### src/rtl/irq_ctrl.sv
`default_nettype none
// ============================================================================
//  Module   : irq_ctrl
//  Purpose  : Bus-attached interrupt controller. Synchronises NUM_SRC raw
//             sources and applies per-source mask, edge/level mode and
//             polarity. Pending bits are write-1-to-clear, can be set by
//             software, and can be acknowledged by index. Drives one
//             registered CPU irq plus the index of the lowest pending,
//             enabled source.
//  Ports    : clk_i      - system clock, rising edge
//             reset_ni   - asynchronous active-low reset
//             cs_i       - chip select
//             wen_i      - write enable
//             addr_i     - register select
//             din_i      - write data
//             dout_o     - read data (combinational)
//             src_i      - raw interrupt sources
//             irq_o      - registered interrupt request
//             irq_idx_o  - registered winning source index
//             irqs_o     - pend & mask (debug)
//  Revision : 1.0 - initial release
// ============================================================================
module irq_ctrl #(
  parameter int WIDTH       = 32,
  parameter int NUM_SRC     = 8,
  parameter int SYNC_STAGES = 2
) (
  input  logic               clk_i,
  input  logic               reset_ni,
  input  logic               cs_i,
  input  logic               wen_i,
  input  logic [2:0]         addr_i,
  input  logic [WIDTH-1:0]   din_i,
  output logic [WIDTH-1:0]   dout_o,
  input  logic [NUM_SRC-1:0] src_i,
  output logic               irq_o,
  output logic [4:0]         irq_idx_o,
  output logic [NUM_SRC-1:0] irqs_o
);

  localparam logic [2:0] ADDR_PEND  = 3'd0;
  localparam logic [2:0] ADDR_MASK  = 3'd1;
  localparam logic [2:0] ADDR_MODE  = 3'd2;
  localparam logic [2:0] ADDR_POL   = 3'd3;
  localparam logic [2:0] ADDR_VECT  = 3'd4;
  localparam logic [2:0] ADDR_ACK   = 3'd5;
  localparam logic [2:0] ADDR_SWSET = 3'd6;
  localparam logic [2:0] ADDR_CTRL  = 3'd7;

  logic [SYNC_STAGES-1:0][NUM_SRC-1:0] sync_q;
  logic [NUM_SRC-1:0] prev_q;
  logic [NUM_SRC-1:0] mask_q, mask_d;
  logic [NUM_SRC-1:0] mode_q, mode_d;
  logic [NUM_SRC-1:0] pol_q, pol_d;
  logic [NUM_SRC-1:0] latch_q, latch_d;
  logic               gen_q, gen_d;
  logic               irq_q, irq_d;
  logic [4:0]         irq_idx_q, irq_idx_d;

  logic               wr_en;
  logic [NUM_SRC-1:0] wdat;
  logic [NUM_SRC-1:0] s;
  logic [NUM_SRC-1:0] edge_det;
  logic [NUM_SRC-1:0] ack_hot;
  logic [NUM_SRC-1:0] set_bits;
  logic [NUM_SRC-1:0] clr_bits;
  logic [NUM_SRC-1:0] pend;
  logic [NUM_SRC-1:0] active;
  logic [4:0]         win_idx;
  logic [WIDTH-1:0]   vect;

  // Only the low NUM_SRC bits (and a few control bits) of din are meaningful.
  logic unused_din;
  assign unused_din = ^din_i;

  assign wr_en = cs_i & wen_i;
  assign wdat  = din_i[NUM_SRC-1:0];
  assign s     = sync_q[SYNC_STAGES-1];

  // Edge detection uses the raw synchronised history, so flipping POL on a
  // steady input can never fabricate an edge.
  assign edge_det = (s & ~prev_q & ~pol_q) | (~s & prev_q & pol_q);

  // Level sources contribute their live (polarity-corrected) value; the
  // latch holds edge events and software sets for every source.
  assign pend   = (~mode_q & (s ^ pol_q)) | latch_q;
  assign active = pend & mask_q;
  assign irqs_o = active;

  always_comb begin
    win_idx = 5'd0;
    for (int i = NUM_SRC - 1; i >= 0; i--) begin
      if (active[i]) win_idx = 5'(i);
    end
  end

  always_comb begin
    vect           = '0;
    vect[WIDTH-1]  = |active;
    vect[4:0]      = win_idx;
  end

  always_comb begin
    ack_hot = '0;
    if (wr_en && addr_i == ADDR_ACK) begin
      // Indices at or above NUM_SRC match no bit and are dropped.
      for (int i = 0; i < NUM_SRC; i++) begin
        if (din_i[4:0] == 5'(i)) ack_hot[i] = 1'b1;
      end
    end
  end

  always_comb begin
    mask_d   = mask_q;
    mode_d   = mode_q;
    pol_d    = pol_q;
    gen_d    = gen_q;
    set_bits = edge_det & mode_q;
    clr_bits = ack_hot;

    if (wr_en) begin
      case (addr_i)
        ADDR_PEND:  clr_bits = clr_bits | wdat;
        ADDR_MASK:  mask_d = wdat;
        ADDR_MODE: begin
          mode_d   = wdat;
          // Leaving edge mode discards any stale edge latch.
          clr_bits = clr_bits | (mode_q & ~wdat);
        end
        ADDR_POL:   pol_d = wdat;
        ADDR_SWSET: set_bits = set_bits | wdat;
        ADDR_CTRL:  gen_d = din_i[0];
        default: ;
      endcase
    end

    // Set has priority over a clear landing in the same cycle.
    latch_d   = (latch_q & ~clr_bits) | set_bits;
    irq_d     = gen_q & (|active);
    irq_idx_d = win_idx;
  end

  always_ff @(posedge clk_i or negedge reset_ni) begin
    if (!reset_ni) begin
      sync_q    <= '0;
      prev_q    <= '0;
      mask_q    <= '0;
      mode_q    <= '0;
      pol_q     <= '0;
      latch_q   <= '0;
      gen_q     <= 1'b0;
      irq_q     <= 1'b0;
      irq_idx_q <= 5'd0;
    end else begin
      sync_q[0] <= src_i;
      for (int i = 1; i < SYNC_STAGES; i++) begin
        sync_q[i] <= sync_q[i-1];
      end
      prev_q    <= s;
      mask_q    <= mask_d;
      mode_q    <= mode_d;
      pol_q     <= pol_d;
      latch_q   <= latch_d;
      gen_q     <= gen_d;
      irq_q     <= irq_d;
      irq_idx_q <= irq_idx_d;
    end
  end

  always_comb begin
    dout_o = '0;
    case (addr_i)
      ADDR_PEND:  dout_o[NUM_SRC-1:0] = pend;
      ADDR_MASK:  dout_o[NUM_SRC-1:0] = mask_q;
      ADDR_MODE:  dout_o[NUM_SRC-1:0] = mode_q;
      ADDR_POL:   dout_o[NUM_SRC-1:0] = pol_q;
      ADDR_VECT:  dout_o = vect;
      ADDR_CTRL:  dout_o[0] = gen_q;
      default:    dout_o = '0;
    endcase
  end

  assign irq_o     = irq_q;
  assign irq_idx_o = irq_idx_q;

endmodule
`default_nettype wire

### config.mk
export PLATFORM = sky130hd
export DESIGN_NAME = irq_ctrl
export DESIGN_NICKNAME = d
export VERILOG_FILES = /design/src/rtl/irq_ctrl.sv
export SDC_FILE = /design/constraint.sdc
export NUM_CORES = 1
export LEC_CHECK = 0
export CAP_MARGIN = 5
export CORE_MARGIN = 2
export CORE_UTILIZATION = 43
export CTS_CLUSTER_DIAMETER = 100
export DETAILED_ROUTE_END_ITERATION = 16
export PLACE_DENSITY = 0.76
export SLEW_MARGIN = 30
export SYNTH_ARGS = -nofsm -noshare
export SYNTH_HDL_FRONTEND = slang
export SYNTH_SLANG_ARGS = --single-unit
export TNS_END_PERCENT = 30
### constraint.sdc
create_clock -name clk_i -period 1.9 [get_ports clk_i]
set_clock_uncertainty 0.2 [all_clocks]
set_input_delay 0.38 -clock clk_i [delete_from_list [all_inputs] [get_ports clk_i]]
set_output_delay 0.38 -clock clk_i [all_outputs]
set_load 0.03 [all_outputs]
After elaboration in Yosys (flattened, before gate mapping)

Cells that the tools add are included.

Logic and storage cells: 80
Bits of input ports: 47
Register bits: 63
Output and inout bits: 46

Eq/ne operators: 14
Bitwise logic cells: 24
Mux-type cells: 24
Reduce and logical (&&, ||, !) cells: 8

Operators by type and width:

| kind               | number |
|---|---|
| $and 8x8->8        | 9 |
| $not 8->8          | 6 |
| $or 8x8->8         | 6 |
| $pmux 7 s5         | 1 |
| $mux 8             | 4 |
| $mux 5             | 6 |
| $mux 24            | 1 |
| $eq 5x3->1 const B | 4 |
| $pmux 8 s2         | 1 |
| $eq 3x3->1 const B | 4 |
| $eq 5x2->1 const B | 2 |
| $mux 1             | 8 |
| $reduce_and 2->1   | 4 |
| $reduce_or 8->1    | 1 |
| $xor 8x8->8        | 1 |
| $eq 3x2->1 const B | 2 |
| $mux 3             | 2 |
| $pmux 1 s6         | 1 |
| $eq 5x1->1 const B | 1 |
| $logic_not 5->1    | 1 |
| $eq 3x1->1 const B | 1 |
| $logic_not 3->1    | 1 |
| $and 1x1->1        | 2 |
| $logic_and 1x1->1  | 1 |

Logic depth before layout (Yosys ltp)

Gate-level depths: netlist of run 1.

Depth after elaboration: 13
Gate-level depth with buffers: 7
Depth with buffers taken out: 7

Worst setup path before layout of run 1

OpenSTA, ideal clock, no wires.

Path kind: register to output
From: register pol_q[7]
To: output dout_o[1]
Data required time: 1.320 ns
Setup slack: -0.985 ns
Data arrival time: 2.305 ns
Cell stages (with the launch flop): 6
Cell sequence: dfrtp_1 > xnor2_1 > o21ai_2 > nor2_1 > o31a_1 > o41ai_1

Word-level cells in the longest chain between the ends: 13

Ends and longest elaborated chain:

| item                   | RTL line | source |
|---|---|---|
| from (decl)            | 54       | `logic [NUM_SRC-1:0] pol_q, pol_d;` |
| from (signal assigned) | 162      | `pol_q <= pol_d;` |
| $xor 8x8->8            | 86       | `assign pend = (~mode_q & (s ^ pol_q)) \| latch_q;` |
| $and 8x8->8            | 86       |  |
| $or 8x8->8             | 86       |  |
| $and 8x8->8            | 87       | `assign active = pend & mask_q;` |
| named net irqs_o[7]    | 38       | `output logic [NUM_SRC-1:0] irqs_o` |
| $mux 3 (2 in a row)    | 93       | `if (active[i]) win_idx = 5'(i);` |
| $mux 5 (6 in a row)    | 93       |  |
| $pmux 7 s5             | 172      | `case (addr_i)` |
| to (decl)              | 34       | `output logic [WIDTH-1:0] dout_o,` |

The timed path passes the listed nets, and every way through them passes these cells.

Worst setup path after layout of run 1

From: register sync_q, in the netlist s[3]
To: output dout_o[0]

Word-level cells in the longest chain between the ends: 9

Ends and longest elaborated chain:

| item                              | RTL line | source |
|---|---|---|
| from (decl)                       | 50       | `logic [SYNC_STAGES-1:0][NUM_SRC-1:0] sync_q;` |
| from (signal, indexed assignment) | 157      | `sync_q[i] <= sync_q[i-1];` |
| $xor 8x8->8                       | 86       |  |
| $and 8x8->8                       | 86       |  |
| $or 8x8->8                        | 86       |  |
| $and 8x8->8                       | 87       |  |
| $mux 5 (4 in a row)               | 93       |  |
| $pmux 1 s6                        | 172      |  |

No other way between the ends.

==> impl_metrics.yaml, run 1 <==
synthesis:
  synth_area_leader_cell: "dfrtp_1"
  synth_edf_count: 0
  synth_top_area_frac: 0.4764
  yosysWarnings: 0
  synth_compound_area_frac: 0.1593
  ys_seq_area_frac: 0.4764
  netlist_area_sq_um: 3204
  yosysUniqueCellTypes: 44
  async_reset_ff_frac: 1.000
  yosys_most_used_dff: "dfrtp_1"
  synth-xor-area-share: 0.02421
  synth_top_family_by_area: "compound AO/OA/AOI/OAI gates"
  ys_seq_elements: 61
  synth.area.top_cells: "dfrtp_1, mux2_2, buf_4"
  avgSynthCellArea_sq_um: 10.14
  synth.mux.area_fraction: 0.1238
  synth-simple-area-share: 0.1308
  syn_inst: 316
  synthAdderAreaFrac: 0
timing:
  rsz0062_at_grt: "true"
  final-hold-violation-count: 0
  whs_ns: 0.1518
  min_period_ns: 2.554
  fin_ws_ns: -0.6542
  fmax_mhz: 391.5
  maxSlewViolCount: 0
  setup_viol: 17
  fin_crit_sh: 1.344
final_layout:
  stdcell_count: 570
  nets: 513
  antenna_cells: 0
  fill_cells: 543
  layout_commonest_cell: "buf_4"
  final_cell_mix: "buf_4, dfrtp_1, nand2_1"
  layout-drive-gt1-share: 0.4650
  final_cell_area_sq_um: 4994
  area_growth_pct: 55.84
cts:
  cts_num_sinks: 61
  h-tree-depth: 3
  clkTransAtPathRegs_ns: 0.07
  cts_buffers: 9
  clock_latency_ns: 0.35
  clock-root-buffer: "clkbuf_8"
  cts_tree: "yes"
  cts.path.max_buffers: 2
critical_path:
  r2r_start: "s[4]$_DFF_PN0_"
  crit_end: "dout_o[0]"
  ff2ff_setup_slack_ns: 0.08
  startpoint: "s[3]$_DFF_PN0_"
  critPathLaunchType: "flop"
  path_class: "reg -> out"
  crit_required_ns: 1.32
  arrival_ns: 1.97
  r2r_cells: 7
  path_max_fanout: 4
  endpoint_kind: "primary output"
  r2r-end: "irq_o$_DFF_PN0_"
run_status:
  status: "complete, but fails checks"
  violations: "setup timing"
placement:
  dpl_cell_area_sq_um: 4344
  dp.cells: 539
  port_buffers: 43
  hpwl_um: 5998
  gp_congestion: 0.9843
run:
  max-cap-violations: 0
drt:
  drtPass1Iterations: 4
  vias: 2948
  vias_per_cell: 5.172
  drt-initial-drc-count: 139
  wl_um: 8925
  final_antenna_net_count: 0
  drc_errors: 0
  wire_per_inst_um: 15.66
global_routing:
  grt_max_degree: 62
  grt_pass1_vias: 2979
  gr-usage-all-layers: 0.2241
  grt_pass1_wl_um: 14310
  grt-ovfl-total: 0
  antenna_found_initial: 0
worst_hold_path:
  hold_class: "reg -> reg"
pwr:
  p_leak_nw: 2.265
  power_density_nw_per_um2: 1077
  pwr-share-comb: 0.461
  peakVddDrop_mv: 0.5067
  p_int_mw: 3.417
  p_seq_frac: 0.314
  power.share.clock: 0.225
  p_sw_frac: 0.3645
  p_switching_mw: 1.960
floorplan:
  die_height_um: 90.33
  dieArea_sq_um: 8159
  start_util: 0.4418
  core-area_sq_um: 7253
  die_x_um: 90.33
  pin_count: 93
  fp-row-count: 31
-- timing repair --
action                                  CTS  global route
endpoints found under the setup margin   39            25
pin swaps                                16            13
setup buffers                             9             7
hold endpoints to repair                 61             0
gates resized for setup                  71            22
hold buffers                              1             0
-- per-stage QoR --
stage                     power [mW]  TNS, ns  worst slack, ns    util
after floorplan                2.812   -3.103          -0.3734       -
after global placement         3.670   -19.11          -0.6882  0.5989
after detailed placement       3.728   -21.16          -0.7011  0.5989
after CTS                      5.152   -5.054          -0.6507  0.6672
after global routing           5.637   -6.467          -0.7133  0.6885
final                          5.377   -5.540          -0.6542  0.6885
-- cell families after synthesis --
kind of cell / Yosys count
compound gates: 76
xor+xnor: 8
buf+inv: 45
flops: 61
mux: 35
other cells: 1
simple gates: 90
-- synth_stat cells (all sizes together), types with 3 or more instances --
cell type  count
dfrtp         61
nand2         42
buf           31
o21ai         29
mux2          27
nor2          25
a22oi         17
inv           10
a21oi          7
mux2i          7
nand2b         6
o22ai          5
xnor2          5
a32oi          4
clkbuf         4
nor2b          4
nor3           4
a22o           3
xor2           3
-- metal layers --
metal,up-vias,global-route usage,wire length (um)
met4,0,0.1231,281
li1,1364,-,-
met3,26,0.03840,537
met1,1434,0.2804,3648
met2,124,0.3703,4457
met5,-,0,0
-- worst max-delay path: stages, from the launching register on --
cell and delay (ns):
dfrtp_1 0.42, xor2_2 0.20, a22o_4 0.17, and2b_1 0.19, o31a_1 0.29, o31ai_4 0.19, buf_6 0.16
-- cell type report --
| cell class | instances | area (sq um) | share of cell area |
|---|---|---|---|
| Clock buffer | 11 | 151.4 | 0.03032 |
| Clock inverter | 5 | 58.81 | 0.01178 |
| Inverter | 10 | 40.04 | 0.008018 |
| Multi-Input combinational cell | 234 | 1807 | 0.3618 |
| Sequential cell | 61 | 1526 | 0.3057 |
| Tap cell | 99 | 123.9 | 0.02481 |
| Timing Repair Buffer | 150 | 1286 | 0.2576 |
-- how the worst min path moves through the flow --
stage,depth (start not counted),to,start,slack (ns)
2_1_floorplan,0,gen_q$_DFFE_PN0P_,reset_ni,-0.12
3_3_place_gp,0,s[7]$_DFF_PN0_,sync_q[7]$_DFF_PN0_,0.13
3_5_place_dp,0,s[6]$_DFF_PN0_,sync_q[6]$_DFF_PN0_,0.14
4_1_cts,0,s[5]$_DFF_PN0_,sync_q[5]$_DFF_PN0_,0.15
5_1_grt,0,s[0]$_DFF_PN0_,sync_q[0]$_DFF_PN0_,0.16
6_report,0,s[5]$_DFF_PN0_,sync_q[5]$_DFF_PN0_,0.15
-- power groups by stage --
stage | sequential [mW] | combinational (mW) | clock (mW)
floorplan | 1.78 | 1.04 | 0
global placement | 1.68 | 1.99 | 0
detailed placement | 1.69 | 2.04 | 0
CTS | 1.68 | 2.25 | 1.22
global route | 1.71 | 2.64 | 1.29
finish | 1.69 | 2.48 | 1.21
-- state kept, by name, summed over array words and instances (netlist names), 3 cells and up --
| name | flops |
|---|---|
| s | 8 |
| irq_idx_o | 3 |
| pol_q | 8 |
| prev_q | 8 |
| mode_q | 8 |
| sync_q | 8 |
| latch_q | 8 |
| mask_q | 8 |
Power figures use the tool's default switching activity.
==> run 2, diff against run 1 <==
--- a/config.mk
+++ b/config.mk
@@ -7,7 +7,7 @@
 export LEC_CHECK = 0
 export CAP_MARGIN = 5
 export CORE_MARGIN = 2
-export CORE_UTILIZATION = 43
+export CORE_UTILIZATION = 45
 export CTS_CLUSTER_DIAMETER = 100
 export DETAILED_ROUTE_END_ITERATION = 16
 export PLACE_DENSITY = 0.76
==> constraint.sdc (replaced) <==
create_clock -name clk_i -period 2.7 [get_ports clk_i]
set_clock_uncertainty 0.2 [all_clocks]
set_input_delay 0.54 -clock clk_i [delete_from_list [all_inputs] [get_ports clk_i]]
set_output_delay 0.54 -clock clk_i [all_outputs]
set_load 0.03 [all_outputs]
==> run 2 against run 1 <==
Compared with the run above:
- the run still ends with setup timing left
- final area decreased by 15%
- worst hold slack worse by 0.15 ns
- combinational power shrank 52%
- count of clock-buffer cells in the layout is 1 higher
- total power fell by 38%
- sequential cell count did not move
- global-route usage shrank 1.6 points
==> impl_metrics.yaml, run 2 (synthesized netlist as in run 1, its figures left out) <==
pwr:
  p_sw_frac: 0.3437
  p_int_mw: 2.175
  p_switching_mw: 1.139
  power.share.clock: 0.276
  p_leak_nw: 1.913
  p_seq_frac: 0.366
  peakVddDrop_mv: 0.5799
  pwr-share-comb: 0.358
  total_power_mw: 3.314
  power_density_nw_per_um2: 785.2
drt:
  wire_per_inst_um: 15.13
  vias_per_cell: 5.182
  final_antenna_net_count: 0
  drtPass1Iterations: 4
  wl_um: 7582
  drc_errors: 0
  drt-initial-drc-count: 112
  vias: 2596
timing:
  min_period_ns: 2.745
  setup_viol: 2
  final-hold-violation-count: 0
  slew_headroom: 0.5843
  rsz0062_at_grt: "true"
  fin_ws_ns: -0.04474
  whs_ns: 0.006722
  tns_ns: -0.05713
  maxSlewViolCount: 0
  worst_pin_slew_ns: 0.6235
  fmax_mhz: 364.3
  fin_crit_sh: 1.017
cts:
  h-tree-depth: 3
  cts_num_sinks: 61
  cts.path.max_buffers: 2
  cts_hold_buf: 0
  cts_buffers: 9
  clock-root-buffer: "clkbuf_8"
  clkTransAtPathRegs_ns: 0.07
  cts_tree: "yes"
  clock_latency_ns: 0.34
critical_path:
  startpoint: "s[3]$_DFF_PN0_"
  path_class: "reg -> out"
  arrival_ns: 2.00
  endpoint_kind: "primary output"
  r2r_cells: 6
  ff2ff_setup_slack_ns: 0.85
  critPathSlowestCell: "dfrtp_1"
  crit_end: "dout_o[0]"
  crit_required_ns: 1.96
  r2r-end: "irq_idx_o[0]$_DFF_PN0_"
  critPathLaunchType: "flop"
  crit_chain: "xor2_2, a22o_4, and2b_1, o31a_1, o31ai_2, buf_4"
  r2r_start: "s[3]$_DFF_PN0_"
  path_max_fanout: 4
  critPathMaxStageDelay_ns: 0.43
floorplan:
  fp-row-count: 30
  dieArea_sq_um: 7812
  die_x_um: 88.39
  die_height_um: 88.39
  core-area_sq_um: 6832
  pin_count: 93
  start_util: 0.4690
final_layout:
  fill_cells: 554
  stdcell_count: 501
  nets: 447
  layout-drive-gt1-share: 0.3037
  layout_commonest_cell: "dfrtp_1"
  final_cell_mix: "dfrtp_1, buf_4, nand2_1"
  antenna_cells: 0
  area_growth_pct: 31.71
placement:
  gp_congestion: 0.8878
  port_buffers: 43
  dp.cells: 473
  hpwl_um: 5359
worst_hold_path:
  hold_class: "in -> async"
run:
  max-cap-violations: 0
global_routing:
  grt_max_degree: 37
  grt-ovfl-total: 0
  antenna_found_initial: 0
  grt_pass1_wl_um: 12080
  grt_pass1_vias: 2466
  gr-usage-all-layers: 0.2077
run_status:
  status: "complete, but fails checks"
  violations: "setup timing"
run 2: changes by cell type in the layout (fill, tap and decap cells not counted), moves of 4 or more:
cell | previous run | this run
a22oi_1 | 11 | 16
a22oi_2 | 6 | 1
buf_4 | 94 | 51
buf_6 | 28 | 0
clkdlybuf4s50_1 | 18 | 23
inv_1 | 6 | 10
run 2: through the flow:
stage / utilization / area [sq um] / worst slack [ns]
final: 0.6178 / 4220 / -0.04474
after CTS: 0.6143 / 4197 / -0.08194
after global routing: 0.6178 / 4220 / -0.1369
after floorplan: - / 3302 / -0.04640
after global placement: 0.5614 / 3835 / -0.1320
after detailed placement: 0.5614 / 3835 / -0.1889
run 2: cell type report:
class / count / area (sq um) / area share
Inverter: 10 / 37.54 / 0.008894
Clock buffer: 12 / 155.1 / 0.03676
Multi-Input combinational cell: 234 / 1578 / 0.3739
Timing Repair Buffer: 84 / 730.7 / 0.1731
Sequential cell: 61 / 1529 / 0.3623
Clock inverter: 4 / 70.07 / 0.01660
Tap cell: 96 / 120.1 / 0.02846
run 2: how the worst min path moves through the flow:
stage                                   start             endpoint  slack [ns]  cells past startpoint
after CTS                            reset_ni  sync_q[0]$_DFF_PN0_        0.01                      1
after global placement    sync_q[7]$_DFF_PN0_       s[7]$_DFF_PN0_        0.13                      0
after global routing                 reset_ni  sync_q[0]$_DFF_PN0_        0.04                      1
after floorplan                      reset_ni    gen_q$_DFFE_PN0P_        0.04                      0
final                                reset_ni  sync_q[0]$_DFF_PN0_       0.007                      1
after detailed placement  sync_q[0]$_DFF_PN0_       s[0]$_DFF_PN0_        0.13                      0
run 2: worst max-delay path: cells and delay by family, from the launching register on:
family / cells / cell delay [ns]
XOR/XNOR: 1 / 0.22
AND/OR/NAND/NOR: 1 / 0.17
AO/OA/AOI/OAI: 3 / 0.64
buffers and inverters: 1 / 0.20
flip-flops: 1 / 0.43
run 2: power by group through the flow:
stage | sequential [mW] | clock (mW) | combinational [mW]
final | 1.21 | 0.915 | 1.19
after global routing | 1.24 | 0.984 | 1.28
after CTS | 1.21 | 0.941 | 1.16
after detailed placement | 1.24 | 0 | 1.06
after global placement | 1.23 | 0 | 1.04
after floorplan | 1.25 | 0 | 0.673
run 2: metal layers:
metal / wire length, um / part of all wire / GRT usage / vias to the layer above
li1: - / - / - / 1232
met1: 3292 / 0.43 / 0.2731 / 1253
met2: 3662 / 0.48 / 0.3247 / 95
met3: 473 / 0.062 / 0.06716 / 16
met4: 153 / 0.020 / 0.07438 / 0
met5: 0 / 0 / 0 / -
run 2: what timing repair did:
item,in CTS,in global routing
pin swaps,6,5
gates cloned,0,0
setup buffers,11,1
setup endpoints to repair,11,10
resized for setup,16,10
